File: src/rtl/pipe_field.sv
// pipe_field: scrolling obstacle generator for the Flappy Bird playfield.
// Holds NUM_PIPES pipes at fixed spacing. On every frame update they move
// left by the effective speed. A pipe that would pass the left edge wraps to
// the right and takes a new pseudo-random gap height from a free-running
// 16-bit LFSR. The block also counts pipes that cross the bird column.
// Optional feature macro: PIPE_SPEEDUP_EN (adds score[9:4] to the speed,
// saturating at the largest value the speed input can hold).
module pipe_field #(
  parameter int          NUM_PIPES = 3,
  parameter int          SCREEN_W  = 640,
  parameter int          SPACING   = 220,
  parameter int          START_X   = 320,
  parameter int          GAP_MIN   = 120,
  parameter int          GAP_MAX   = 360,
  parameter int          BIRD_X    = 160,
  parameter int          SPEED_W   = 4,
  parameter logic [15:0] LFSR_SEED = 16'hACE1
) (
  input  logic                     clk,
  input  logic                     reset,
  input  logic                     frame_tick,
  input  logic                     freeze,
  input  logic [SPEED_W-1:0]       speed,
  output logic [NUM_PIPES*10-1:0]  pipe_x,
  output logic [NUM_PIPES*10-1:0]  gap_y,
  output logic [NUM_PIPES-1:0]     pipe_visible,
  output logic                     score_pulse,
  output logic [9:0]               score
);

  // Distance a pipe travels before it reappears in the same slot.
  localparam logic [9:0]  WRAP_DIST  = 10'(NUM_PIPES * SPACING);
  localparam logic [9:0]  GAP_MID    = 10'((GAP_MIN + GAP_MAX) / 2);
  localparam logic [15:0] GAP_RANGE  = 16'(GAP_MAX - GAP_MIN + 1);
  localparam logic [9:0]  BIRD_COL   = 10'(BIRD_X);
  localparam logic [9:0]  SCREEN_LIM = 10'(SCREEN_W);
  localparam logic [9:0]  SCORE_MAX  = 10'd999;

  logic [15:0]          lfsr_reg;
  logic [15:0]          lfsr_next;
  logic [9:0]           score_reg;
  logic                 hit_reg;
  logic                 score_pulse_reg;
  logic [9:0]           step;
  logic                 update;
  logic [9:0]           x_reg    [NUM_PIPES];
  logic [9:0]           gap_reg  [NUM_PIPES];
  logic [NUM_PIPES-1:0] pipe_hit;

  // A tick is honoured only while the playfield is live; missed ticks are lost.
  assign update = frame_tick & ~freeze;

  // Fibonacci LFSR, taps 16,14,13,11, shifting toward the MSB.
  assign lfsr_next = {lfsr_reg[14:0], lfsr_reg[15] ^ lfsr_reg[13] ^ lfsr_reg[12] ^ lfsr_reg[10]};

  // Free-running LFSR: keeps stepping while frozen so gaps depend on player timing.
  always_ff @(posedge clk) begin
    if (reset) begin
      lfsr_reg <= LFSR_SEED;
    end else begin
      lfsr_reg <= lfsr_next;
    end
  end

`ifdef PIPE_SPEEDUP_EN
  localparam logic [10:0] STEP_CAP = 11'((1 << SPEED_W) - 1);
  logic [10:0] step_sum;
  assign step_sum = 11'(speed) + 11'(score_reg[9:4]);

  // Effective speed grows by one every 16 points, clamped to the speed range.
  always_comb begin
    step = 10'(speed);
    if (step_sum > STEP_CAP) begin
      step = STEP_CAP[9:0];
    end else begin
      step = step_sum[9:0];
    end
  end
`else
  assign step = 10'(speed);
`endif

  generate
    for (genvar gi = 0; gi < NUM_PIPES; gi++) begin : g_pipe
      localparam int          ROT     = (3 * gi) % 16;
      localparam logic [9:0]  X_RESET = 10'(START_X + gi * SPACING);

      logic        respawn;
      logic [9:0]  x_next;
      logic [15:0] rot_val;
      logic [9:0]  gap_next;

      // Each pipe reads the LFSR through its own rotation so simultaneous
      // respawns do not share a gap height.
      assign rot_val  = 16'({lfsr_reg, lfsr_reg} >> (16 - ROT));
      assign gap_next = 10'(16'(GAP_MIN) + (rot_val % GAP_RANGE));

      // Wrapping adds the full ring length so inter-pipe spacing stays exact.
      assign respawn  = (x_reg[gi] < step);
      assign x_next   = respawn ? (x_reg[gi] + WRAP_DIST - step) : (x_reg[gi] - step);
      assign pipe_hit[gi] = update && !respawn && (x_reg[gi] >= BIRD_COL) && (x_next < BIRD_COL);

      // Position and gap move only on a live frame update.
      always_ff @(posedge clk) begin
        if (reset) begin
          x_reg[gi]   <= X_RESET;
          gap_reg[gi] <= GAP_MID;
        end else if (update) begin
          x_reg[gi] <= x_next;
          if (respawn) begin
            gap_reg[gi] <= gap_next;
          end
        end
      end

      assign pipe_x[gi*10 +: 10]  = x_reg[gi];
      assign gap_y[gi*10 +: 10]   = gap_reg[gi];
      assign pipe_visible[gi]     = (x_reg[gi] < SCREEN_LIM);
    end
  endgenerate

  // Score path: the hit is captured on the update edge and turned into a pulse
  // plus a single increment on the following edge, independent of freeze.
  always_ff @(posedge clk) begin
    if (reset) begin
      hit_reg         <= 1'b0;
      score_pulse_reg <= 1'b0;
      score_reg       <= 10'd0;
    end else begin
      hit_reg         <= |pipe_hit;
      score_pulse_reg <= hit_reg;
      if (hit_reg && (score_reg != SCORE_MAX)) begin
        score_reg <= score_reg + 10'd1;
      end
    end
  end

  assign score_pulse = score_pulse_reg;
  assign score       = score_reg;

endmodule

File: config.mk
export PLATFORM = sky130hd
export DESIGN_NAME = pipe_field
export DESIGN_NICKNAME = d
export VERILOG_FILES = /design/src/rtl/pipe_field.sv
export SDC_FILE = /design/constraint.sdc
export NUM_CORES = 1
export LEC_CHECK = 0
export ABC_AREA = 1
export CAP_MARGIN = 25
export CORE_MARGIN = 3
export CORE_UTILIZATION = 52
export DETAILED_ROUTE_END_ITERATION = 12
export GPL_TIMING_DRIVEN = 0
export PLACE_DENSITY = 0.68
export SYNTH_ARGS = -nofsm -noshare
export SYNTH_HDL_FRONTEND = slang
export SYNTH_SLANG_ARGS = --single-unit
File: constraint.sdc
create_clock -name clk -period 7.3 [get_ports clk]
set_clock_uncertainty 0.2 [all_clocks]
set_input_delay 1.46 -clock clk [delete_from_list [all_inputs] [get_ports clk]]
set_output_delay 1.46 -clock clk [all_outputs]
set_load 0.01 [all_outputs]
==> reports/results.md <==
| Item | Value | Unit |
|---|---|---|
| Routed len/inst | 14.1 | um |
| WL met2 | 19500 | um |
| Crit-path most repeated cell | sky130_fd_sc_hd__nand2_4 | - |
| TritonCTS sink count | 88 | - |
| Final worst-path cycle share | 98.8 | % |
| Portion of synthesized cell area occupied by the leading cell type | 14.2 | % |
| Global-route wire length before repair | 59600 | um |
| Worst hold slack | 0.233 | ns |
| Post-Synthesis Net Count | 2293 | - |
| Reg clk slew, reported paths | 0.08 | ns |
| Post-route met1 wirelength | 18100 | um |
| Clock tree from TritonCTS | built | - |
| Largest area contributor in the netlist | sky130_fd_sc_hd__nand2_1 | - |
| Layout-stage area growth over the synthesis result | 30.4 | % |
| Total Nets Final | 2558 | - |
| Aggregate global-route resource usage | 23.8 | % |
| CP Max Fanout | 7 | - |
| Total via count in the routed design | 15000 | - |
| Clock latency on the worst-skew pair | 0.37 | ns |
| Buffers from clock root to sink, at most | 2 | - |
| Total of max-cap violations | 0 | - |
| Type of element capturing the critical path | register | - |
| Maximum frequency from static timing analysis | 139 | MHz |
| Number of buffers inserted by port buffering | 80 | - |
| CP max stage cell | sky130_fd_sc_hd__dfxtp_2 | - |
| Total length of routed met3 wires | 1500 | um |
| Most frequently used flop master after synthesis | sky130_fd_sc_hd__edfxtp_1 | - |
| Initial standard-cell utilization of the core | 53.1 | % |
| Die W | 172 | um |
| Tightest Hold Check Type | register to register | - |
| Maximum number of pins on one net before global-route repair | 19 | - |
| Kind of critical path | register to register | - |
| Number of endpoints failing setup at the final stage | 0 | - |
| Via density | 5.33 | - |
| Std cell rows | 60 | - |
| DIE AREA | 0.0296 | mm^2 |
| Library cell with the highest instance count after synthesis | sky130_fd_sc_hd__nand2_1 | - |
| Worst slew margin | 45.8 | % |
| Final wirelength | 39500 | um |
| Area of the core | 0.0270 | mm^2 |
| Number of buffer and inverter instances along the worst setup path | 8 | - |
| Antenna violations before repair | 0 | - |
| CTS H-Tree Depth | 3 | - |
| # hold bufs at CTS | 0 | - |
| Crit path time final | 7.21 | ns |
| Final estimated routing congestion in global placement | 0.915 | - |
| Fraction of registers with async set/reset | 0 | % |
| Ys Warns | 0 | - |
| Sum of net half-perimeters after detailed placement | 27300 | um |
| Mapped cell area | 0.0143 | mm^2 |
| Slowest Stage Delay on Critical Path | 0.34 | ns |
| Drt drc | 0 | - |
| Fin. Hold Viols | 0 | - |
| Leading post-synthesis cells by cell area | sky130_fd_sc_hd__nand2_1 14%, sky130_fd_sc_hd__edfxtp_1 13%, sky130_fd_sc_hd__nand3_1 7.8% | - |
| Top Family by Delay on Critical Path | simple AND/OR/NAND/NOR gates | - |
| Detailed Routing Iterations Pass 1 | 8 | - |
| Number of enable flip-flop cells after synthesis | 60 | - |
| Critical path arrival | 7.14 | ns |
| Cell area after placement | 0.0156 | mm^2 |
| Req. time, crit path | 7.23 | ns |
| TritonCTS Buffers | 9 | - |
| Share of final-layout standard cells stronger than drive strength 1 | 32.5 | % |
| Post-Layout Inst Area | 0.0187 | mm^2 |
| Count of routing violations after the opening detailed-route iteration | 904 | - |
| Mean area per synthesized cell | 6.52 | um^2 |
| Via count of the first global-routing pass | 12900 | - |
| Slew of the pin with the lowest slew margin | 0.811 | ns |
| I/O pin total | 82 | - |
| Overflow left after global routing | 0 | - |
| Clock tree root driver cell | sky130_fd_sc_hd__clkbuf_16 | - |
| Share of the yosys chip area belonging to registers | 16.5 | % |
| Top Metal Used | met4 | - |
| Final number of max-transition violations | 0 | - |
| Setup repair after global routing missed its margin | true | - |
| Synth unique cells | 64 | - |
| Count of antenna-violating nets left after detailed routing | 0 | - |
| Status | completed | - |
| Vertical extent of the die | 172 | um |
| Antenna diode instance count | 0 | - |
| Most instantiated cells after synthesis | 543 x sky130_fd_sc_hd__nand2_1, 280 x sky130_fd_sc_hd__inv_1, 223 x sky130_fd_sc_hd__nand3_1 | - |
| Type of origin of the critical path | register | - |
| Number of fill cells | 2305 | - |
| Total of flip-flops plus latches after synthesis | 88 | - |
| Number of standard cells after synthesis | 2200 | - |
worst reg2reg max path, delay by kind of cell, from the launching register on:
family	cells	cell delay [ns]
simple gates	45	4.30
flops	1	0.34
compound gates	5	0.94
buf+inv	8	0.90
fa+ha+maj	2	0.29
repair_timing:
item | CTS | global route
buffers inserted | 25 | 140
setup endpoints to repair | 16 | 30
gates resized for setup | 56 | 284
cloned | 4 | 2
endpoints found under the hold margin | 0 | 0
pin swaps | 31 | 166
kinds of logic after synthesis:
| family | share of synthesized area [%] |
|---|---|
| AO/OA/AOI/OAI | 9.49 |
| XOR/XNOR | 4.93 |
| adder cells (fa/ha/maj) | 7.89 |
| buffers and inverters | 11.2 |
| flip-flops | 16.5 |
| multiplexers | 0.0698 |
| AND/OR/NAND/NOR | 50.0 |
cells in the final DEF (no fill, tap or decap), types with 9 or more instances in the layout:
cell type / count
sky130_fd_sc_hd__nand2_4: 103
sky130_fd_sc_hd__xor2_1: 64
sky130_fd_sc_hd__nand3_1: 189
sky130_fd_sc_hd__o21ai_1: 16
sky130_fd_sc_hd__fa_1: 9
sky130_fd_sc_hd__o21ai_0: 64
sky130_fd_sc_hd__nand2_8: 14
sky130_fd_sc_hd__o21ai_2: 17
sky130_fd_sc_hd__buf_4: 160
sky130_fd_sc_hd__or2_2: 14
sky130_fd_sc_hd__clkdlybuf4s50_1: 80
sky130_fd_sc_hd__inv_1: 266
sky130_fd_sc_hd__nor2_2: 27
sky130_fd_sc_hd__nand2_2: 167
sky130_fd_sc_hd__inv_4: 12
sky130_fd_sc_hd__inv_2: 43
sky130_fd_sc_hd__ha_1: 68
sky130_fd_sc_hd__nand3_4: 31
sky130_fd_sc_hd__edfxtp_1: 60
sky130_fd_sc_hd__buf_6: 15
sky130_fd_sc_hd__clkbuf_16: 9
sky130_fd_sc_hd__o211ai_1: 13
sky130_fd_sc_hd__dfxtp_1: 20
sky130_fd_sc_hd__xnor2_1: 9
sky130_fd_sc_hd__nand3_2: 47
sky130_fd_sc_hd__nand4_1: 57
sky130_fd_sc_hd__nor2_1: 162
sky130_fd_sc_hd__a21oi_1: 60
sky130_fd_sc_hd__nand2_1: 469
sky130_fd_sc_hd__nor2_4: 61
through the flow:
step | cells | TNS, ns | worst slack [ns] | util, %
after floorplan | 2200 | 0 | 0.600 | -
after CTS | 2669 | -0.0234 | -0.0149 | 60.6
after detailed placement | 2624 | -2.21 | -0.331 | 57.8
after global routing | 2811 | -4.02 | -0.397 | 69.2
final | 2811 | 0 | 0.0891 | 69.2
after global placement | 2621 | -1.07 | -0.270 | 57.6
final cells by class:
| class | instances | area, um^2 | share of cell area, % |
|---|---|---|---|
| Sequential cell | 88 | 2380 | 12.7 |
| Clock inverter | 7 | 71.3 | 0.382 |
| Clock buffer | 9 | 225 | 1.20 |
| Multi-Input combinational cell | 1756 | 11800 | 63.1 |
| Timing Repair Buffer | 250 | 2150 | 11.5 |
| Inverter | 332 | 1320 | 7.04 |
| Buffer | 28 | 324 | 1.73 |
| Tap cell | 341 | 427 | 2.28 |
per-layer routing:
layer,up-vias,track usage [%]
met4,0,5.03
met3,33,2.90
li1,7641,-
met5,-,0
met1,6989,32.6
met2,312,40.2
worst paths after layout:
kind,slack [ns],to,from,cells after the start
setup / recovery,0.09,gap_reg[1][9],g_pipe[0].rot_val[9],60
hold / removal,0.23,score_pulse,hit_reg,2
setup reg to reg,0.09,gap_reg[1][9],g_pipe[0].rot_val[9],60
hold reg to reg,0.23,score_pulse,hit_reg,2
Power is not shown: default switching activity piles up to over one toggle a cycle in this logic, so the estimate is an artifact.
